## src/rtl/sync_fifo_buf_if.sv

```systemverilog
// sync_fifo_buf_if: request/response bundle between a single-clock FIFO and
// the logic that shares its clock. The master modport is the producer/consumer
// side; the slave modport is the FIFO itself. clk and rst are not part of the
// bundle and stay plain ports on the FIFO.
interface sync_fifo_buf_if #(
    parameter int DATA_WIDTH = 8,
    parameter int PTR_WIDTH  = 9
);
    // Write side
    logic                  write_enable;
    logic [DATA_WIDTH-1:0] data_write;

    // Read side
    logic                  read_enable;
    logic [DATA_WIDTH-1:0] data_read;
    logic                  rvalid;

    // Status
    logic                  wfull;
    logic                  rempty;
    logic                  walmost_full;
    logic                  ralmost_empty;
    logic [PTR_WIDTH:0]    count;

    // Sticky error reporting
    logic                  err_clear;
    logic                  overflow;
    logic                  underflow;

    modport master (
        output write_enable, data_write, read_enable, err_clear,
        input  data_read, rvalid, wfull, rempty, walmost_full, ralmost_empty,
               count, overflow, underflow
    );

    modport slave (
        input  write_enable, data_write, read_enable, err_clear,
        output data_read, rvalid, wfull, rempty, walmost_full, ralmost_empty,
               count, overflow, underflow
    );
endinterface

```

## src/rtl/sync_fifo_buf.sv

```systemverilog
// sync_fifo_buf: single-clock FIFO with a registered read port, occupancy
// count, full/empty and programmable almost-full/almost-empty flags.
// Optional sticky overflow/underflow flags are built when the macro
// SYNC_FIFO_BUF_ERR_FLAGS_EN is defined; otherwise those outputs are tied
// low and err_clear is ignored.
// DEPTH must equal 2**PTR_WIDTH. Pointers carry one extra wrap bit so that
// full and empty are distinguishable without consulting the count.
module sync_fifo_buf #(
    parameter int DATA_WIDTH    = 8,
    parameter int DEPTH         = 512,
    parameter int PTR_WIDTH     = 9,
    parameter int AFULL_THRESH  = DEPTH - 4,
    parameter int AEMPTY_THRESH = 4
) (
    input  logic          clk,
    input  logic          rst,
    sync_fifo_buf_if.slave bus
);

    localparam logic [PTR_WIDTH:0] LP_AFULL  = (PTR_WIDTH+1)'(AFULL_THRESH);
    localparam logic [PTR_WIDTH:0] LP_AEMPTY = (PTR_WIDTH+1)'(AEMPTY_THRESH);

    // Storage (not reset) and control state
    logic [DATA_WIDTH-1:0] r_mem [DEPTH];
    logic [PTR_WIDTH:0]    r_wptr;
    logic [PTR_WIDTH:0]    r_rptr;
    logic [PTR_WIDTH:0]    r_count;
    logic [DATA_WIDTH-1:0] r_data_read;
    logic                  r_rvalid;

    // Decoded status and handshake qualifiers
    logic w_full;
    logic w_empty;
    logic w_wr_acc;
    logic w_rd_acc;
    logic w_ovf_evt;
    logic w_unf_evt;

    // Full when the wrap bits differ and the addresses match; empty when the
    // pointers are identical. Both come straight from registered pointers.
    assign w_full  = (r_wptr[PTR_WIDTH] != r_rptr[PTR_WIDTH]) &&
                     (r_wptr[PTR_WIDTH-1:0] == r_rptr[PTR_WIDTH-1:0]);
    assign w_empty = (r_wptr == r_rptr);

    // A full FIFO still accepts a read and an empty one still accepts a
    // write, so simultaneous requests at either boundary resolve naturally.
    assign w_wr_acc = bus.write_enable && !w_full;
    assign w_rd_acc = bus.read_enable  && !w_empty;

    assign w_ovf_evt = bus.write_enable && w_full;
    assign w_unf_evt = bus.read_enable  && w_empty;

    // Write port: store accepted data at the current write address
    always_ff @(posedge clk) begin
        if (w_wr_acc) begin
            r_mem[r_wptr[PTR_WIDTH-1:0]] <= bus.data_write;
        end
    end

    // Write pointer advances once per accepted write
    always_ff @(posedge clk or posedge rst) begin
        if (rst) begin
            r_wptr <= '0;
        end else if (w_wr_acc) begin
            r_wptr <= r_wptr + 1'b1;
        end
    end

    // Read pointer advances once per accepted read
    always_ff @(posedge clk or posedge rst) begin
        if (rst) begin
            r_rptr <= '0;
        end else if (w_rd_acc) begin
            r_rptr <= r_rptr + 1'b1;
        end
    end

    // Occupancy: +1 write only, -1 read only, unchanged for both or neither
    always_ff @(posedge clk or posedge rst) begin
        if (rst) begin
            r_count <= '0;
        end else begin
            case ({w_wr_acc, w_rd_acc})
                2'b10:   r_count <= r_count + 1'b1;
                2'b01:   r_count <= r_count - 1'b1;
                default: r_count <= r_count;
            endcase
        end
    end

    // Registered read port: data loads only on an accepted read and holds
    // otherwise, so a consumer can sample it any time after rvalid.
    always_ff @(posedge clk or posedge rst) begin
        if (rst) begin
            r_data_read <= '0;
        end else if (w_rd_acc) begin
            r_data_read <= r_mem[r_rptr[PTR_WIDTH-1:0]];
        end
    end

    // rvalid marks the single cycle after an accepted read
    always_ff @(posedge clk or posedge rst) begin
        if (rst) begin
            r_rvalid <= 1'b0;
        end else begin
            r_rvalid <= w_rd_acc;
        end
    end

`ifdef SYNC_FIFO_BUF_ERR_FLAGS_EN
    logic r_overflow;
    logic r_underflow;

    // Sticky overflow: a new event wins over a same-cycle clear
    always_ff @(posedge clk or posedge rst) begin
        if (rst) begin
            r_overflow <= 1'b0;
        end else if (w_ovf_evt) begin
            r_overflow <= 1'b1;
        end else if (bus.err_clear) begin
            r_overflow <= 1'b0;
        end
    end

    // Sticky underflow: a new event wins over a same-cycle clear
    always_ff @(posedge clk or posedge rst) begin
        if (rst) begin
            r_underflow <= 1'b0;
        end else if (w_unf_evt) begin
            r_underflow <= 1'b1;
        end else if (bus.err_clear) begin
            r_underflow <= 1'b0;
        end
    end

    assign bus.overflow  = r_overflow;
    assign bus.underflow = r_underflow;
`else
    // Error reporting compiled out: outputs tied low, inputs deliberately sunk
    logic w_err_unused;
    assign w_err_unused  = bus.err_clear ^ w_ovf_evt ^ w_unf_evt;
    assign bus.overflow  = 1'b0;
    assign bus.underflow = 1'b0;
`endif

    // Output mapping; threshold flags decode from the registered count
    assign bus.data_read     = r_data_read;
    assign bus.rvalid        = r_rvalid;
    assign bus.wfull         = w_full;
    assign bus.rempty        = w_empty;
    assign bus.count         = r_count;
    assign bus.walmost_full  = (r_count >= LP_AFULL);
    assign bus.ralmost_empty = (r_count <= LP_AEMPTY);

endmodule

```

## src/flat_wrapper.sv

```systemverilog
// flat-port wrapper written by rule: the top's interface ports become plain ports
module sync_fifo_buf_flat 
#(
    parameter int DATA_WIDTH    = 8,
    parameter int DEPTH         = 512,
    parameter int PTR_WIDTH     = 9,
    parameter int AFULL_THRESH  = DEPTH - 4,
    parameter int AEMPTY_THRESH = 4
)
  (clk, rst, bus_write_enable, bus_data_write, bus_read_enable, bus_err_clear, bus_data_read, bus_rvalid, bus_wfull, bus_rempty, bus_walmost_full, bus_ralmost_empty, bus_count, bus_overflow, bus_underflow);
  sync_fifo_buf_if #(.DATA_WIDTH(DATA_WIDTH), .PTR_WIDTH(PTR_WIDTH)) bus_i ();
  input  logic clk;
  input  logic rst;
  input wire logic [$bits(bus_i.write_enable)-1:0] bus_write_enable;
  input wire logic [$bits(bus_i.data_write)-1:0] bus_data_write;
  input wire logic [$bits(bus_i.read_enable)-1:0] bus_read_enable;
  input wire logic [$bits(bus_i.err_clear)-1:0] bus_err_clear;
  output wire logic [$bits(bus_i.data_read)-1:0] bus_data_read;
  output wire logic [$bits(bus_i.rvalid)-1:0] bus_rvalid;
  output wire logic [$bits(bus_i.wfull)-1:0] bus_wfull;
  output wire logic [$bits(bus_i.rempty)-1:0] bus_rempty;
  output wire logic [$bits(bus_i.walmost_full)-1:0] bus_walmost_full;
  output wire logic [$bits(bus_i.ralmost_empty)-1:0] bus_ralmost_empty;
  output wire logic [$bits(bus_i.count)-1:0] bus_count;
  output wire logic [$bits(bus_i.overflow)-1:0] bus_overflow;
  output wire logic [$bits(bus_i.underflow)-1:0] bus_underflow;
  assign bus_i.write_enable = bus_write_enable;
  assign bus_i.data_write = bus_data_write;
  assign bus_i.read_enable = bus_read_enable;
  assign bus_i.err_clear = bus_err_clear;
  assign bus_data_read = bus_i.data_read;
  assign bus_rvalid = bus_i.rvalid;
  assign bus_wfull = bus_i.wfull;
  assign bus_rempty = bus_i.rempty;
  assign bus_walmost_full = bus_i.walmost_full;
  assign bus_ralmost_empty = bus_i.ralmost_empty;
  assign bus_count = bus_i.count;
  assign bus_overflow = bus_i.overflow;
  assign bus_underflow = bus_i.underflow;
  sync_fifo_buf #(.DATA_WIDTH(DATA_WIDTH), .DEPTH(DEPTH), .PTR_WIDTH(PTR_WIDTH), .AFULL_THRESH(AFULL_THRESH), .AEMPTY_THRESH(AEMPTY_THRESH)) u_core (.clk(clk), .rst(rst), .bus(bus_i));
endmodule
```

## config.mk

```make
export PLATFORM = sky130hd
export DESIGN_NAME = sync_fifo_buf_flat
export DESIGN_NICKNAME = d
export VERILOG_FILES = /design/src/rtl/sync_fifo_buf_if.sv /design/src/rtl/sync_fifo_buf.sv /design/src/flat_wrapper.sv
export SDC_FILE = /design/constraint.sdc
export NUM_CORES = 2
export LEC_CHECK = 0
export BUFFER_PORTS_ARGS = -buffer_cell sky130_fd_sc_hd__buf_2
export CAP_MARGIN = 20
export CORE_ASPECT_RATIO = 2
export CORE_UTILIZATION = 40
export DETAILED_ROUTE_END_ITERATION = 10
export GPL_ROUTABILITY_DRIVEN = 0
export MAX_ROUTING_LAYER = met4
export PLACE_DENSITY = 0.5
export SETUP_SLACK_MARGIN = 0.15
export SLEW_MARGIN = 20
export SYNTH_ARGS = -nofsm -noshare
export SYNTH_HDL_FRONTEND = slang
export SYNTH_SLANG_ARGS = --single-unit
```

## constraint.sdc

```tcl
create_clock -name clk -period 4.25 [get_ports clk]
set_input_delay 0.425 -clock clk [delete_from_list [all_inputs] [get_ports clk]]
set_output_delay 0.425 -clock clk [all_outputs]
set_load 0.03 [all_outputs]
```

Yosys cells after proc, flatten, opt, wreduce, memory -nomap -nowiden
Memories as Yosys holds them, arrays and structs flattened. A register that Yosys moved wholly into a read port is not among the register bits.
Cells that the tools add are included.
{"block": "word_totals", "regBits": 31, "mem_bits_rw": 4096, "in_bits": 13, "out_inout_bits": 25, "mem_count": 1}
{"name": "u_core.r_mem", "words": 512, "width": 8, "rd": 1, "rd_clocked_by_memory_dff": 1, "write_ports": 1, "line_no": "sync_fifo_buf.sv:24", "source": "logic [DATA_WIDTH-1:0] r_mem [DEPTH];"}
{"block": "op_classes", "add_sub_neg": 4, "order_cmp": 2, "eq_ne": 5, "mux": 3, "reduce_logical": 6}
{"cell": "$add 10x1->10 const B", "count": 3}
{"cell": "$pmux 10 s2", "count": 1}
{"cell": "$eq 10x10->1", "count": 1}
{"cell": "$ge 10x9->1 const B", "count": 1}
{"cell": "$le 10x3->1 const B", "count": 1}
{"cell": "$sub 10x1->10 const B", "count": 1}
{"cell": "$eq 9x9->1", "count": 1}
{"cell": "$logic_and 1x1->1", "count": 3}
{"cell": "$eq 2x1->1 const B", "count": 1}
{"cell": "$eq 2x2->1 const B", "count": 1}
{"cell": "$logic_not 1->1", "count": 2}
{"cell": "$mux 1", "count": 2}
{"cell": "$reduce_bool 2->1", "count": 1}
{"cell": "$ne 1x1->1", "count": 1}

Logic depth before layout (Yosys ltp)
{"block": "logic_depth", "ltp_word": 6, "mapped_depth": 16, "mapped_depth_nobuf": 14}

Worst setup path after synthesis
OpenSTA, ideal clock, no wires.
{"block": "synth_path", "path_type": "reg2reg", "start": "register u_core.r_rptr[1]", "end": "register u_core.r_count[9] (netlist: u_core.bus.count[9])", "arrival_ns": 3.544, "slack_ns": 0.610, "path_stages_with_launch": 17, "path_buffers": 2, "synth_period_minus_slack_ns": 3.640, "path_cell_list": "dfrtp_1 buf_2 xor2_1 nor4_1 nand3_1 o21a_1 buf_2 inv_1 ha_1 ha_1 a21o_1 a21oi_1 o21a_1 o21ai_0 and3_1 or3_1 o31ai_1"}
{"block": "synth_between", "elab_chain_cells": 6, "word_cells_on_any_way": 11}
{"item": "start, declared", "line_no": "sync_fifo_buf.sv:26", "source": "logic [PTR_WIDTH:0] r_rptr;"}
{"item": "start signal, assigned", "line_no": "sync_fifo_buf.sv:74", "source": "r_rptr <= r_rptr + 1'b1;"}
{"item": "$eq 9x9->1", "line_no": "sync_fifo_buf.sv:42", "source": "(r_wptr[PTR_WIDTH-1:0] == r_rptr[PTR_WIDTH-1:0]);"}
{"item": "$logic_and 1x1->1", "line_no": "sync_fifo_buf.sv:41", "source": "assign w_full = (r_wptr[PTR_WIDTH] != r_rptr[PTR_WIDTH]) &&"}
{"item": "$logic_not 1->1", "line_no": "sync_fifo_buf.sv:47", "source": "assign w_wr_acc = bus.write_enable && !w_full;"}
{"item": "$logic_and 1x1->1", "line_no": "sync_fifo_buf.sv:47"}
{"item": "$eq 2x1->1 or $eq 2x2->1 (tied branches)", "line_no": "sync_fifo_buf.sv:83", "source": "case ({w_wr_acc, w_rd_acc})"}
{"item": "$pmux 10 s2 or $reduce_bool 2->1 (tied branches)"}
{"item": "end signal, assigned", "line_no": "sync_fifo_buf.sv:84", "source": "2'b10: r_count <= r_count + 1'b1;"}
{"item": "end signal, assigned", "line_no": "sync_fifo_buf.sv:85", "source": "2'b01: r_count <= r_count - 1'b1;"}
{"item": "end signal, assigned", "line_no": "sync_fifo_buf.sv:86", "source": "default: r_count <= r_count;"}
{"item": "end, declared", "line_no": "sync_fifo_buf.sv:27", "source": "logic [PTR_WIDTH:0] r_count;"}
Parallel ways exist; a longest one is shown, timed or not.
A chain may end at the register's enable or synchronous reset.

Worst setup path in the final report
{"block": "layout_path", "start": "register u_core.r_rptr[1]", "end": "register u_core.r_data_read[5] (netlist: u_core.bus.data_read[5]), read port of u_core.r_mem"}
{"block": "layout_between", "elab_chain_cells": 3}
{"item": "$eq 10x10->1", "line_no": "sync_fifo_buf.sv:43", "source": "assign w_empty = (r_wptr == r_rptr);"}
{"item": "$logic_not 1->1", "line_no": "sync_fifo_buf.sv:48", "source": "assign w_rd_acc = bus.read_enable && !w_empty;"}
{"item": "$logic_and 1x1->1", "line_no": "sync_fifo_buf.sv:48"}
{"item": "end, declared", "line_no": "sync_fifo_buf.sv:28", "source": "logic [DATA_WIDTH-1:0] r_data_read;"}
Parallel ways exist; a longest one is shown, timed or not.

==> flow_summary.yaml <==
floorplanning:
  coreArea_sq_um: 401000
  fp-row-count: 329
  chipHeight_microns: 900
  die_x_microns: 451
  pin_count: 38
  initial_core_util_pct: 40.2
  dieArea_sq_um: 406000
pwr:
  p_switching_mw: 37.1
  clockPowerShare_pct: 29.0
  internal_power_mw: 76.9
  power_mw: 114
  switching_share_pct: 32.5
  combPwrFrac_pct: 31.1
  p_leak_nw: 57.1
  seq_power_share_pct: 39.9
  irDropWorstVdd_uv: 489
  power_density_nw_per_um2: 622
placed_design:
  dpl.hpwl_mm: 342
  place_area_sq_um: 171000
  preCtsSetupSlack_ns: -0.673
  io_buffers: 34
detailed_routing:
  via_per_inst: 5.83
  drc: 16
  drt_iter0_markers: 7743
  drt-pass1-iter-count: 10
  wl_mm: 511
  ant_nets: 0
  wl_per_cell_microns: 37.0
  dr_total_vias: 80656
sta:
  hold_viol_final: 0
  timing.fmax_ghz: 0.242
  grt_setup_unrepaired: "false"
  skew_ns: 0.0571
  period_minus_slack_ns: 4.14
  finalMaxSlewViolations: 0
  maxSlewHeadroom_pct: 15.7
  fin_crit_sh_pct: 97.4
  worstMarginPinSlew_ns: 1.26
  finalSetupViolCount: 0
  whs_ns: 0.194
  setup_ws_ns: 0.112
logic_synthesis:
  synth_ff_type: "edfxtp_1"
  synthArstFlopShare_pct: 0.943
  synth_edf_count: 4096
  synthCells: 7714
  seq_area_frac_synth_pct: 76.9
  yosys_warnings: 0
  ys_types: 85
  syn_avg_cell_area_sq_um: 20.9
  netlist_area_sq_um: 161000
  synth-seq-cells: 4135
cts:
  clockBufferDepth: 4
  htreeDepth: 5
  cts_root_buf: "clkbuf_16"
  cts_tree: "yes"
  cts.sinks: 4135
  cts_setup_buffers: 0
  path_clk_slew_ns: 0.07
  cts_buffers: 358
  clk_latency_ns: 0.97
global_route:
  grt_max_degree: 169
  grt_pass1_vias: 84788
  antenna_found_initial: 17
  grt.total_usage_pct: 25.7
  grt_pass1_wl_mm: 702
  grt_overflow: 0
setup_path:
  criticalPathCategory: "reg -> reg"
  path_max_fanout: 64
  critPathArrivalTime_ns: 4.96
  critPathLaunchType: "register"
  crit_path_end_kind: "register"
  cp.required_ns: 5.07
cells_and_area:
  final_nets: 8267
  finalInstanceArea_sq_um: 183000
  drive_gt1_share_pct: 26.3
  num-fill-cells: 33761
  syn2layout_area_growth_pct: 13.7
  multi_input_area_sq_um: 35000
  seqCellArea_sq_um: 124000
status:
  status: "finished, violations left"
  violations: "DRC"
run:
  cap_viol_max_count: 0
hold_path:
  hp-class: "in -> reg"
-- cell usage in the layout, fill, tap and decap left out, types with 64 or more instances in the layout --
cell	n
mux4_2	923
edfxtp_1	4096
nand2_1	227
mux2_2	106
buf_12	97
a21oi_1	64
a22oi_1	70
mux2i_1	276
buf_4	487
clkbuf_16	369
clkinv_1	90
nor2_1	584
o22ai_1	153
-- cell families (layout without fill, tap and decap cells) --
group / Yosys count / in the layout / synth area share [%]
buffers and inverters: 485 / 1289 / 1.68
adders and majority gates: 15 / 15 / 0.121
and+or+nand+nor: 1147 / 1147 / 3.16
other: 1 / 17 / 0.00233
muxes: 1305 / 1305 / 15.4
AOI/OAI and AO/OA: 591 / 591 / 2.55
xor gates and xnor gates: 35 / 35 / 0.190
DFF: 4135 / 4135 / 76.9
-- area by class of cell --
class / count / area share, %
clock inverters: 214 / 1.08
repair buffers: 635 / 3.31
diodes: 15 / 0.0205
inverters: 14 / 0.0355
flip-flops and latches: 4135 / 67.7
multi-input cells: 3095 / 19.1
clock buffers: 426 / 5.15
well taps: 5296 / 3.62
-- metal layers --
metal / wire length (microns) / GRT usage, % / vias to the layer above / share of wire [%]
met5: 0 / - / - / 0
met4: 31200 / 13.2 / 0 / 6.1
met3: 20800 / 2.66 / 851 / 4.1
met2: 282000 / 46.8 / 2556 / 55
met1: 177000 / 27.5 / 44215 / 35
li1: - / - / 33034 / -
-- timing repair --
action                                 CTS  global route
hold buffers                             8             0
setup endpoints to repair                6             8
endpoints found under the hold margin  140             0
gates resized for setup                 18             9
gates cloned                             0             1
pin swaps                                2             1
-- path summary, 6_finish.rpt --
check                                        startpoint  slack [ns]  depth (start not counted)                                  end
max                        u_core.r_rptr[1]$_DFFE_PP0P_        0.11                         12  u_core.bus.data_read[5]$_DFFE_PP0P_
min                                   bus_data_write[2]        0.19                          2       u_core.r_mem[474][2]$_DFFE_PP_
max reg2reg                u_core.r_rptr[1]$_DFFE_PP0P_        0.11                         12  u_core.bus.data_read[5]$_DFFE_PP0P_
min reg2reg                u_core.r_rptr[9]$_DFFE_PP0P_        0.50                          1         u_core.r_rptr[9]$_DFFE_PP0P_
max in group asynchronous                           rst        3.30                          4         u_core.r_rptr[5]$_DFFE_PP0P_
min in group asynchronous                           rst        0.26                          4      u_core.bus.count[1]$_DFFE_PP0P_
-- power by group through the flow --
stage | Clock [mW] | Sequential, mW | Combinational (mW)
3_5_place_dp | 0 | 46.3 | 35.6
3_3_place_gp | 0 | 46.3 | 35.5
2_1_floorplan | 0 | 46.3 | 20.0
5_1_grt | 34.8 | 45.4 | 36.4
6_report | 33.1 | 45.4 | 35.4
4_1_cts | 33.6 | 45.4 | 35.8
-- per-stage QoR --
step / setup TNS [ns] / std cells / util [%]
global placement: -2.59 / 13162 / 42.7
CTS: 0 / 13813 / 45.7
global route: 0 / 13822 / 45.7
floorplan: 0 / 7715 / -
detailed placement: -1.59 / 13165 / 42.8
finish: 0 / 13830 / 45.7
-- cells in the mapped netlist, types with 14 or more instances --
cell type,instances,area share [%]
edfxtp_1,4096,76
mux4_2,923,13
nor2_1,602,1.4
mux2i_1,276,1.7
nand2_1,227,0.53
clkbuf_1,163,0.38
o22ai_1,153,0.59
buf_2,144,0.45
mux2_2,106,0.74
buf_4,93,0.43
a22oi_1,70,0.33
nand3_1,70,0.22
a21oi_1,64,0.20
o21ai_0,61,0.19
nor3_1,49,0.15
a211oi_1,45,0.21
buf_6,45,0.31
dfrtp_1,39,0.61
nor4_1,32,0.12
nor2b_1,30,0.12
a221oi_1,24,0.13
a22o_1,23,0.13
xnor2_1,23,0.13
a31oi_1,22,0.085
and3_1,22,0.085
nand4_1,22,0.085
buf_1,21,0.049
a2111oi_0,18,0.098
a32oi_1,15,0.082
o211ai_1,15,0.070
ha_1,14,0.11
-- worst max-delay path, stage by stage (launching register included) --
cell and delay, ns:
dfrtp_4 0.43, buf_12 0.39, buf_16 0.40, buf_4 0.32
mux4_2 0.36, a22oi_1 0.21, a21oi_1 0.17, nor2_1 0.53
a2111oi_0 0.15, buf_4 0.20, a2111oi_2 0.50, buf_4 0.22
a211oi_1 0.06
-- registers in the layout (all words and copies together) (netlist names) --
register / cells
u_core.r_rptr: 10
u_core.r_wptr: 10
u_core.bus.count: 10
u_core.bus.rvalid: 1
u_core.r_mem: 4096
u_core.bus.data_read: 8
Power figures use the tool's default switching activity.
